### src/rtl/io_uart_tx_port.sv
// Memory-mapped UART 8N1 transmitter: stores on the I/O slot fill a small byte FIFO,
// which is drained onto the serial line; loads return a live status word.
module io_uart_tx_port #(
  parameter int CLKS_PER_BIT = 868,
  parameter int FIFO_DEPTH   = 4
) (
  input  logic        clk,
  input  logic        reset,
  input  logic        io_wEn,
  input  logic [31:0] io_data_in,
  output logic [31:0] io_data_out,
  output logic        tx,
  output logic        busy
);

  localparam int AW = $clog2(FIFO_DEPTH);
  localparam int CW = AW + 1;
  localparam int BW = $clog2(CLKS_PER_BIT);
  localparam logic [BW-1:0] BAUD_LAST = BW'(CLKS_PER_BIT - 1);
  localparam logic [CW-1:0] DEPTH_C   = CW'(FIFO_DEPTH);

  typedef enum logic [1:0] {IDLE, START, DATA, STOP} state_t;

  state_t         r_state;
  logic [7:0]     r_mem [FIFO_DEPTH];
  logic [AW-1:0]  r_wr_ptr;
  logic [AW-1:0]  r_rd_ptr;
  logic [CW-1:0]  r_count;
  logic           r_overrun;
  logic [BW-1:0]  r_baud;
  logic [2:0]     r_bit_idx;
  logic [7:0]     r_shift;
  logic           r_tx;
  logic           r_busy;

  logic w_full, w_empty, w_push, w_drop, w_clr, w_wrap, w_pop;

  assign w_full  = (r_count == DEPTH_C);
  assign w_empty = (r_count == '0);
  assign w_push  = io_wEn & ~io_data_in[31] & ~w_full;
  assign w_drop  = io_wEn & ~io_data_in[31] & w_full;
  assign w_clr   = io_wEn & io_data_in[31];
  assign w_wrap  = (r_baud == BAUD_LAST);
  // Pops look only at the registered count, so a byte is never popped on its write edge.
  assign w_pop   = ~w_empty & ((r_state == IDLE) | ((r_state == STOP) & w_wrap));

  assign tx          = r_tx;
  assign busy        = r_busy;
  assign io_data_out = {23'd0, 5'(r_count), r_overrun, w_full, w_empty, r_busy};

  always_ff @(posedge clk) begin
    if (w_push) r_mem[r_wr_ptr] <= io_data_in[7:0];
  end

  always_ff @(posedge clk) begin
    if (reset) begin
      r_state   <= IDLE;
      r_wr_ptr  <= '0;
      r_rd_ptr  <= '0;
      r_count   <= '0;
      r_overrun <= 1'b0;
      r_baud    <= '0;
      r_bit_idx <= '0;
      r_shift   <= '0;
      r_tx      <= 1'b1;
      r_busy    <= 1'b0;
    end else begin
      if (w_push) r_wr_ptr <= r_wr_ptr + AW'(1);
      if (w_pop)  r_rd_ptr <= r_rd_ptr + AW'(1);
      case ({w_push, w_pop})
        2'b10:   r_count <= r_count + CW'(1);
        2'b01:   r_count <= r_count - CW'(1);
        default: r_count <= r_count;
      endcase

      if (w_clr)       r_overrun <= 1'b0;
      else if (w_drop) r_overrun <= 1'b1;

      if (r_state == IDLE) r_baud <= '0;
      else                 r_baud <= w_wrap ? '0 : r_baud + BW'(1);

      case (r_state)
        IDLE: begin
          r_tx <= 1'b1;
          if (w_pop) begin
            r_shift <= r_mem[r_rd_ptr];
            r_state <= START;
            r_tx    <= 1'b0;
            r_busy  <= 1'b1;
          end
        end
        START: begin
          if (w_wrap) begin
            r_state   <= DATA;
            r_bit_idx <= '0;
            r_tx      <= r_shift[0];
          end
        end
        DATA: begin
          if (w_wrap) begin
            if (r_bit_idx == 3'd7) begin
              r_state <= STOP;
              r_tx    <= 1'b1;
            end else begin
              r_shift   <= r_shift >> 1;
              r_bit_idx <= r_bit_idx + 3'd1;
              r_tx      <= r_shift[1];
            end
          end
        end
        STOP: begin
          // Chain straight into the next start bit when more bytes are queued.
          if (w_wrap) begin
            if (w_pop) begin
              r_shift <= r_mem[r_rd_ptr];
              r_state <= START;
              r_tx    <= 1'b0;
            end else begin
              r_state <= IDLE;
              r_busy  <= 1'b0;
            end
          end
        end
        default: r_state <= IDLE;
      endcase
    end
  end

endmodule

### config.mk
export PLATFORM = sky130hd
export DESIGN_NAME = io_uart_tx_port
export DESIGN_NICKNAME = d
export VERILOG_FILES = /design/src/rtl/io_uart_tx_port.sv
export SDC_FILE = /design/constraint.sdc
export NUM_CORES = 1
export LEC_CHECK = 0
export ABC_AREA = 1
export CELL_PAD_IN_SITES_DETAIL_PLACEMENT = 0
export CELL_PAD_IN_SITES_GLOBAL_PLACEMENT = 1
export CORE_AREA = 5 5 99 101
export CTS_BUF_LIST = sky130_fd_sc_hd__clkbuf_8
export DETAILED_ROUTE_END_ITERATION = 10
export DIE_AREA = 0 0 104 106
export GPL_ROUTABILITY_DRIVEN = 0
export GPL_TIMING_DRIVEN = 0
export PLACE_DENSITY = 0.81
export SYNTH_ARGS = -nofsm -noshare
export SYNTH_HDL_FRONTEND = slang
export SYNTH_SLANG_ARGS = --single-unit
### constraint.sdc
create_clock -name clk -period 2.7 [get_ports clk]
set_input_delay 0.405 -clock clk [delete_from_list [all_inputs] [get_ports clk]]
set_output_delay 0.405 -clock clk [all_outputs]
set_load 0.01 [all_outputs]
### Yosys cells after proc, flatten, opt, wreduce, memory -nomap -nowiden

Memory sizes are Yosys's and may differ from the RTL's. A register that Yosys moved wholly into a read port is not among the register bits.
Cells that the tools add are included.

* register bits after elaboration: 33
* bits in latches: 0
* bits in writable memories: 32
* ROM bits: 0
* input port bits: 35
* output and inout port bits: 34
* logic and storage cells: 88
* memories: 1

* add/subtract/negate cells: 6
* $mul: 0
* div/mod/pow operators: 0
* order comparisons: 0
* equality and inequality tests: 16
* shift operators: 0
* mux-type cells: 32
* bitwise operators: 10
* reductions and logical operators: 13

Memories
* r_mem: words 4, bits a word 8, read ports 1, clocked after memory_dff 1, write ports 1, line 25 `logic [7:0] r_mem [FIFO_DEPTH];`

Operators with widths (count)
* 8-bit two-way mux: 4
* 8-bit one-hot mux with 3 select lines: 1
* 2-bit != test (second input constant): 8
* 4-bit AND reduction: 4
* 2-bit two-way mux: 7
* 1-bit two-way mux: 12
* 3-bit one-hot mux with 2 select lines: 2
* 10-bit by 1-bit adder with 10-bit output (second input constant): 1
* 10-bit equality test (second input constant): 1
* 3-bit two-way mux: 3
* 2-bit one-hot mux with 4 select lines: 1
* 3-bit by 1-bit adder with 3-bit output (second input constant): 2
* 1-bit bitwise AND: 6
* 2-bit equality test (second input constant): 3
* 3-bit equality test (second input constant): 2
* 2-bit nonzero test: 3
* 5-bit AND reduction: 1
* 2-bit by 1-bit adder with 2-bit output (second input constant): 2
* 2-bit by 1-bit equality test with 1-bit output (second input constant): 2
* 1-bit one-hot mux with 4 select lines: 1
* 3-bit logical NOT: 1
* 1-bit inverter: 3
* 3-bit nonzero test: 1
* 3-bit OR reduction: 1
* 5 further kinds: 5

### Logic depth before layout (Yosys ltp)

Gate-level depths: netlist of run 1.

* word-level depth: 7
* depth in mapped cells: 14
* mapped depth without buffers: 14

### Worst setup path after synthesis of run 1

No wires, ideal clock.

* path kind: reg-to-reg
* from: reg r_baud[0]
* to: reg r_count[2]
* setup time: 0.122 ns
* data arrival time: 2.011 ns
* required time: 2.578 ns
* slack: 0.567 ns
* stages on the path, launching flop included: 15
* path buffers: 0
* clock period less this slack: 2.133 ns
* cell sequence: dfxtp_1 ha_1 nand2_2 nor2_4 nand3_4 nand2_4 nand2_4 inv_2 ha_1 inv_1 fa_1 a21oi_1 o21ai_0 o21ai_0 a21oi_1

* word-level cells in the longest chain between the ends: 6
* elaborated cells between the ends (all ways): 8
* classes of those cells: eq/ne: 3; mux: 1; bitwise: 3; reduce/logical: 1

Ends and longest elaborated chain
* from (decl): line 30 `logic [BW-1:0] r_baud;`
* from (signal assigned): line 80 `else r_baud <= w_wrap ? '0 : r_baud + BW'(1);`
* 10-bit equality test (*): line 43 `assign w_wrap = (r_baud == BAUD_LAST);`
* 1-bit bitwise AND (*): line 45 `assign w_pop = ~w_empty & ((r_state == IDLE) | ((r_state == STOP) & w_wrap));`
* 1-bit bitwise OR (*): line 45
* 1-bit bitwise AND (*): line 45
* named net w_pop: line 36 `logic w_full, w_empty, w_push, w_drop, w_clr, w_wrap, w_pop;`
* 2-bit by 1-bit equality test with 1-bit output / 2-bit equality test (equally long branches): line 70 `case ({w_push, w_pop})`
* 3-bit one-hot mux with 2 select lines / 2-bit nonzero test (equally long branches)
* to (signal assigned): line 71 `2'b10: r_count <= r_count + CW'(1);`
* to (signal assigned): line 72 `2'b01: r_count <= r_count - CW'(1);`
* to (signal assigned): line 73 `default: r_count <= r_count;`
* to (decl): line 28 `logic [CW-1:0] r_count;`

The timed path passes the listed nets; every way through them passes the cells marked *.
A chain may end at the register's enable or synchronous reset.

### Final worst setup path of run 1

Same ends and word-level chain as after synthesis.

==> results of run 1 <==
[worst min-delay path, cell delays in order, from the launching register on]
cell and delay, ps:
dfxtp_1 320, inv_1 50, a211oi_1 50
[logic make-up (layout without fill, tap and decap cells)]
logic type	Yosys count	count (layout)	synth area share
simple gates	136	136	0.1923
fa+ha+maj	15	15	0.05757
xor+xnor	4	4	0.01033
buf+inv	79	115	0.1266
mux	6	6	0.01771
compound gates	59	59	0.1044
other cells	1	25	0.001106
flops	67	67	0.4900
[Yosys cell counts, drive strengths merged (4+ instances only)]
| master | n | area [um^2] |
|---|---|---|
| nand2 | 58 | 245.2 |
| a21oi | 27 | 161.4 |
| dfxtp | 35 | 700.7 |
| o211ai | 6 | 45.04 |
| edfxtp | 32 | 960.9 |
| buf | 35 | 264.0 |
| nand4 | 4 | 31.28 |
| o21ai | 19 | 95.09 |
| nor2 | 48 | 202.7 |
| mux2i | 6 | 60.06 |
| inv | 42 | 157.6 |
| ha | 14 | 175.2 |
| nand3 | 18 | 107.6 |
[registers in the layout, indices dropped and copies added, names as in the netlist, named ones only]
signal     flops
busy           1
r_baud        10
r_bit_idx      3
r_count        3
r_mem         32
r_overrun      1
r_rd_ptr       2
r_shift        8
r_state        2
r_wr_ptr       2
tx             1
[layer usage]
metal	up-vias	track usage	wire [um]
li1	1267	-	-
met1	1068	0.1228	2653
met2	33	0.1954	2933
met3	9	0.03279	265
met4	0	0.04625	110
met5	-	0	0
[power by group through the flow]
stage	Clock [mW]	Combinational, mW	Sequential [mW]
6_report	0.842	1.29	1.28
5_1_grt	0.894	1.44	1.30
4_1_cts	0.860	1.30	1.28
3_3_place_gp	0	1.28	1.30
3_5_place_dp	0	1.30	1.30
2_1_floorplan	0	0.975	1.30
[cell usage in the layout, fill, tap and decap left out, types with 4 or more instances in the layout]
cell             count
clkbuf_8             9
dfxtp_1             35
mux2i_1              6
o211ai_1             6
edfxtp_1            32
ha_1                14
inv_1               39
a21oi_1             22
nand3_1             16
buf_4               29
clkinvlp_4           4
buf_2                4
nand2_1             53
o21ai_0             18
conb_1              25
clkdlybuf4s50_1     20
nor2_1              45
a21oi_2              4
[per-stage QoR]
stage / power (mW) / setup WS [ps] / instances / utilization
after floorplan: 2.272 / 567.2 / 391 / -
after global placement: 2.578 / 385.5 / 522 / 0.4276
after detailed placement: 2.601 / 339.6 / 522 / 0.4276
after CTS: 3.444 / 320.8 / 538 / 0.4501
after global routing: 3.635 / 113.4 / 538 / 0.4501
final: 3.413 / 335.4 / 538 / 0.4501
[how the worst max path moves through the flow]
stage / end / slack [ps] / cells past startpoint
floorplan: r_count[2] / 570 / 14
global placement: r_count[2] / 390 / 14
detailed placement: r_count[2] / 340 / 14
CTS: r_count[2] / 320 / 14
global route: r_count[2] / 110 / 14
finish: r_count[2] / 340 / 14
[final cells by class]
| class | instances | area (um^2) |
|---|---|---|
| plain buffers | 36 | 267.8 |
| clock buffers | 9 | 123.9 |
| clock inverters | 7 | 77.57 |
| fillers | 871 | 4912 |
| inverters | 43 | 161.4 |
| multi-input cells | 245 | 1390 |
| flip-flops and latches | 67 | 1662 |
| well taps | 111 | 138.9 |
| repair buffers | 20 | 200.2 |
==> results.cfg, run 1 <==
[status]
status = finished clean

[sta]
hold_viol_final = 0
period_needed_ps = 2365
rsz0062_at_grt = no
fmax_mhz = 422.9
fin_crit_sh = 0.8758
tns_ps = 0
relSlewSlack = 0.4763
whs_ps = 457.7
finClkSkew_ps = 8.167
max_slew.worst_pin.slew_ps = 782.6
setup_viol = 0
drv_slew = 0

[synthesis]
ys_types = 42
ys.warnings.count = 0
synth_area_um2 = 3391
syn_inst = 367
synthArstFlopShare = 0
ys.flop_type = dfxtp_1
seq_area_frac_synth = 0.4900
synth_edf_count = 32
syn_area_per_cell_um2 = 9.239
yosys_register_bits = 67

[route]
drtPass1Iterations = 4
drt-vias-per-instance = 4.418
drcViolationCount = 0
drt_wl_total_um = 5963
drt_iter0_drc = 63
routedWlPerCell_um = 11.08
ant_nets = 0
num_vias = 2377

[clock_network]
cts_setup_buffers = 0
cts_sinks = 67
path_clk_slew_ps = 80
cts_resized = 0
cts_buffers = 9
root_buffer = clkbuf_8
htreeDepth = 3
tritoncts = built
clk_latency_ps = 350
cts_hold_buf = 0
clockBufferDepth = 2

[cells_and_area]
drive_gt1_frac = 0.1756
syn_to_final_growth_pct = 18.60
final_area_um2 = 4021
final_nets = 472
diodes = 0

[grt]
globalRouteTotalUtil = 0.1102
antenna_found_initial = 0
overflow = 0
grt_max_degree = 14
grt_pass1_vias = 2276
grt_pass1_wl_um = 9984

[pwr]
p_seq_frac = 0.375
pwr-share-clk = 0.247
ir_drop_mv = 0.4052
combPwrFrac = 0.379
intPower_mw = 2.186
p_switching_mw = 1.227
leakage_nw = 1.682
switching_share = 0.3595
power.density_nw_per_um2 = 848.8

[hold_path]
hold_start = r_bit_idx[1]
hold_path.class = reg2reg
hold_end = r_bit_idx[1]
hold_path_depth = 2

[critical_path]
required_ps = 2930
endpoint_kind = register
reg2regPathDepth = 14
path_cells = ha_1 > nand2_2 > nor2_4 > nand3_4 > nand2_4 > nand2_4 > inv_2 > ha_1 > inv_1 > fa_1 > a21oi_1 > o21ai_0 > o21ai_0 > a21oi_1
path_delay_family = adder cells
worstPathArrival_ps = 2590
start_kind = register
reg2reg_slack_ps = 340
path_buf_inv = 2
max_stage_delay_ps = 380
critical_path.slowest_cell = dfxtp_1
cp_max_fo = 6
r2r-start = r_baud[0]
critPathLaunch = r_baud[0]
reg2reg_to = r_count[2]
criticalPathCategory = reg2reg

[floorplan]
core_area_um2 = 8934
num_io_pins = 69
die-width_um = 104
rows = 35
dieArea_um2 = 11020
start_util = 0.3796
die_h_um = 106

[place]
portBuffers = 20
place_area_um2 = 3820
dp_hpwl_um = 4393

[run]
cap_violations = 0
No activity file was read; power rests on OpenSTA's default activity.
==> run 2: changes to the inputs <==
==> constraint.sdc (replaced) <==
create_clock -name clk -period 2.44 [get_ports clk]
set_input_delay 0.366 -clock clk [delete_from_list [all_inputs] [get_ports clk]]
set_output_delay 0.366 -clock clk [all_outputs]
set_load 0.01 [all_outputs]
==> results.cfg, run 2 (same netlist as run 1, synthesis figures left out) <==
[critical_path]
criticalPathCategory = reg2reg
critPathLaunch = r_baud[0]
worstPathArrival_ps = 2490
critical_path.slowest_cell = dfxtp_4
required_ps = 2670
path_buf_inv = 2
path_cells = ha_4 > nand2_2 > nor2_4 > nand3_4 > nand2_4 > nand2_4 > inv_2 > ha_1 > inv_1 > fa_1 > a21oi_1 > o21ai_0 > o21ai_0 > a21oi_1
endpoint_kind = register
start_kind = register
max_stage_delay_ps = 380
path_delay_family = adder cells
r2r-start = r_baud[0]
cp_max_fo = 6

[cells_and_area]
largest_register_ffs = 32
final_cell_mix = nand2_1, nor2_1, inv_1
drive_gt1_frac = 0.1967
final_nets = 472
diodes = 0
layoutNonFillerInstCount = 538
final_area_um2 = 4050
largest-register = r_mem
top_regs = r_mem: 32 flops, r_baud: 10 flops, r_shift: 8 flops
layout_commonest_cell = nand2_1
fill_cells = 870
syn_to_final_growth_pct = 19.45

[grt]
antenna_found_initial = 0
grt_pass1_wl_um = 9984
grt_pass1_vias = 2276
globalRouteTotalUtil = 0.1102
overflow = 0
grt_max_degree = 14

[route]
drcViolationCount = 0
ant_nets = 0
routedWlPerCell_um = 11.10
drt_wl_total_um = 5973
drt-vias-per-instance = 4.422
drt_iter0_drc = 62
drtPass1Iterations = 4
num_vias = 2379

[sta]
rsz0062_at_grt = no
tns_ps = 0
max_slew.worst_pin.slew_ps = 782.3
hold_viol_final = 0
relSlewSlack = 0.4766
period_needed_ps = 2260
drv_slew = 0
finClkSkew_ps = 8.004
fmax_mhz = 442.5
fin_crit_sh = 0.9262
setup_viol = 0

[floorplan]
num_io_pins = 69
start_util = 0.3796
core_area_um2 = 8934
rows = 35
dieArea_um2 = 11020
die-width_um = 104
die_h_um = 106

[clock_network]
cts_hold_buf = 0
root_buffer = clkbuf_8
htreeDepth = 3
tritoncts = built
path_clk_slew_ps = 80
cts_buffers = 9
cts_sinks = 67
cts_setup_buffers = 0
cts_resized = 0
clockBufferDepth = 2
clk_latency_ps = 350

[place]
place_area_um2 = 3820
dp_hpwl_um = 4393
portBuffers = 20
place_inst = 522

[hold_path]
hold_start = r_baud[0]
hold_path.class = reg2reg

[pwr]
power.density_nw_per_um2 = 938.3
ir_drop_mv = 0.4490
leakage_nw = 1.680

[status]
status = finished clean

[run]
cap_violations = 0
==> run 2: area by class of cell <==
type / count / area (um^2) / area share
Tap cell: 111 / 138.9 / 0.03429
Multi-Input combinational cell: 245 / 1413 / 0.3488
Timing Repair Buffer: 20 / 200.2 / 0.04943
Inverter: 43 / 161.4 / 0.03985
Buffer: 36 / 267.8 / 0.06611
Clock inverter: 7 / 77.57 / 0.01915
Sequential cell: 67 / 1668 / 0.4118
Clock buffer: 9 / 123.9 / 0.03058
==> run 2: routing by layer <==
metal | vias to the layer above | routed length (um) | track usage
li1 | 1267 | - | -
met1 | 1066 | 2645 | 0.1228
met2 | 35 | 2941 | 0.1954
met3 | 11 | 277 | 0.03279
met4 | 0 | 108 | 0.04625
met5 | - | 0 | 0
==> run 2: through the flow <==
step	total power [mW]	hold WS (ps)	setup slack (ps)	utilization
2_1_floorplan	2.514	430.3	307.2	-
3_3_place_gp	2.853	442.7	125.5	0.4276
3_5_place_dp	2.878	451.2	79.61	0.4276
4_1_cts	3.811	464.2	60.82	0.4501
5_1_grt	4.044	467.9	11.19	0.4534
6_report	3.800	454.8	180.1	0.4534
==> run 2: path summary, 6_finish.rpt <==
kind / endpoint / slack [ps] / cells past startpoint
max: r_count[2] / 180 / 14
min: r_baud[0] / 450 / 1
max reg2reg: r_count[2] / 180 / 14
min reg2reg: r_baud[0] / 450 / 1
==> run 2: power breakdown <==
part | leakage, nW | internal (mW) | switching [mW]
Sequential | 0.578 | 1.32 | 0.109
Combinational | 1.01 | 0.636 | 0.805
Clock | 0.0881 | 0.476 | 0.458
==> run 2: worst reg2reg max path, delay by kind of cell, from the launching register on <==
kind,cells,cell delay (ps)
adder cells (fa/ha/maj),3,660
AND/OR/NAND/NOR,5,470
buffers and inverters,2,160
flip-flops,1,380
AO/OA/AOI/OAI,4,470
==> run 3: changes to the inputs <==
--- a/config.mk
+++ b/config.mk
@@ -6,6 +6,7 @@
 export NUM_CORES = 1
 export LEC_CHECK = 0
 export ABC_AREA = 1
+export CAP_MARGIN = 20
 export CELL_PAD_IN_SITES_DETAIL_PLACEMENT = 0
 export CELL_PAD_IN_SITES_GLOBAL_PLACEMENT = 1
 export CORE_AREA = 5 5 99 101
==> results of run 3 <==
The final DEF is identical to that of run 2; final timing and power are the same.
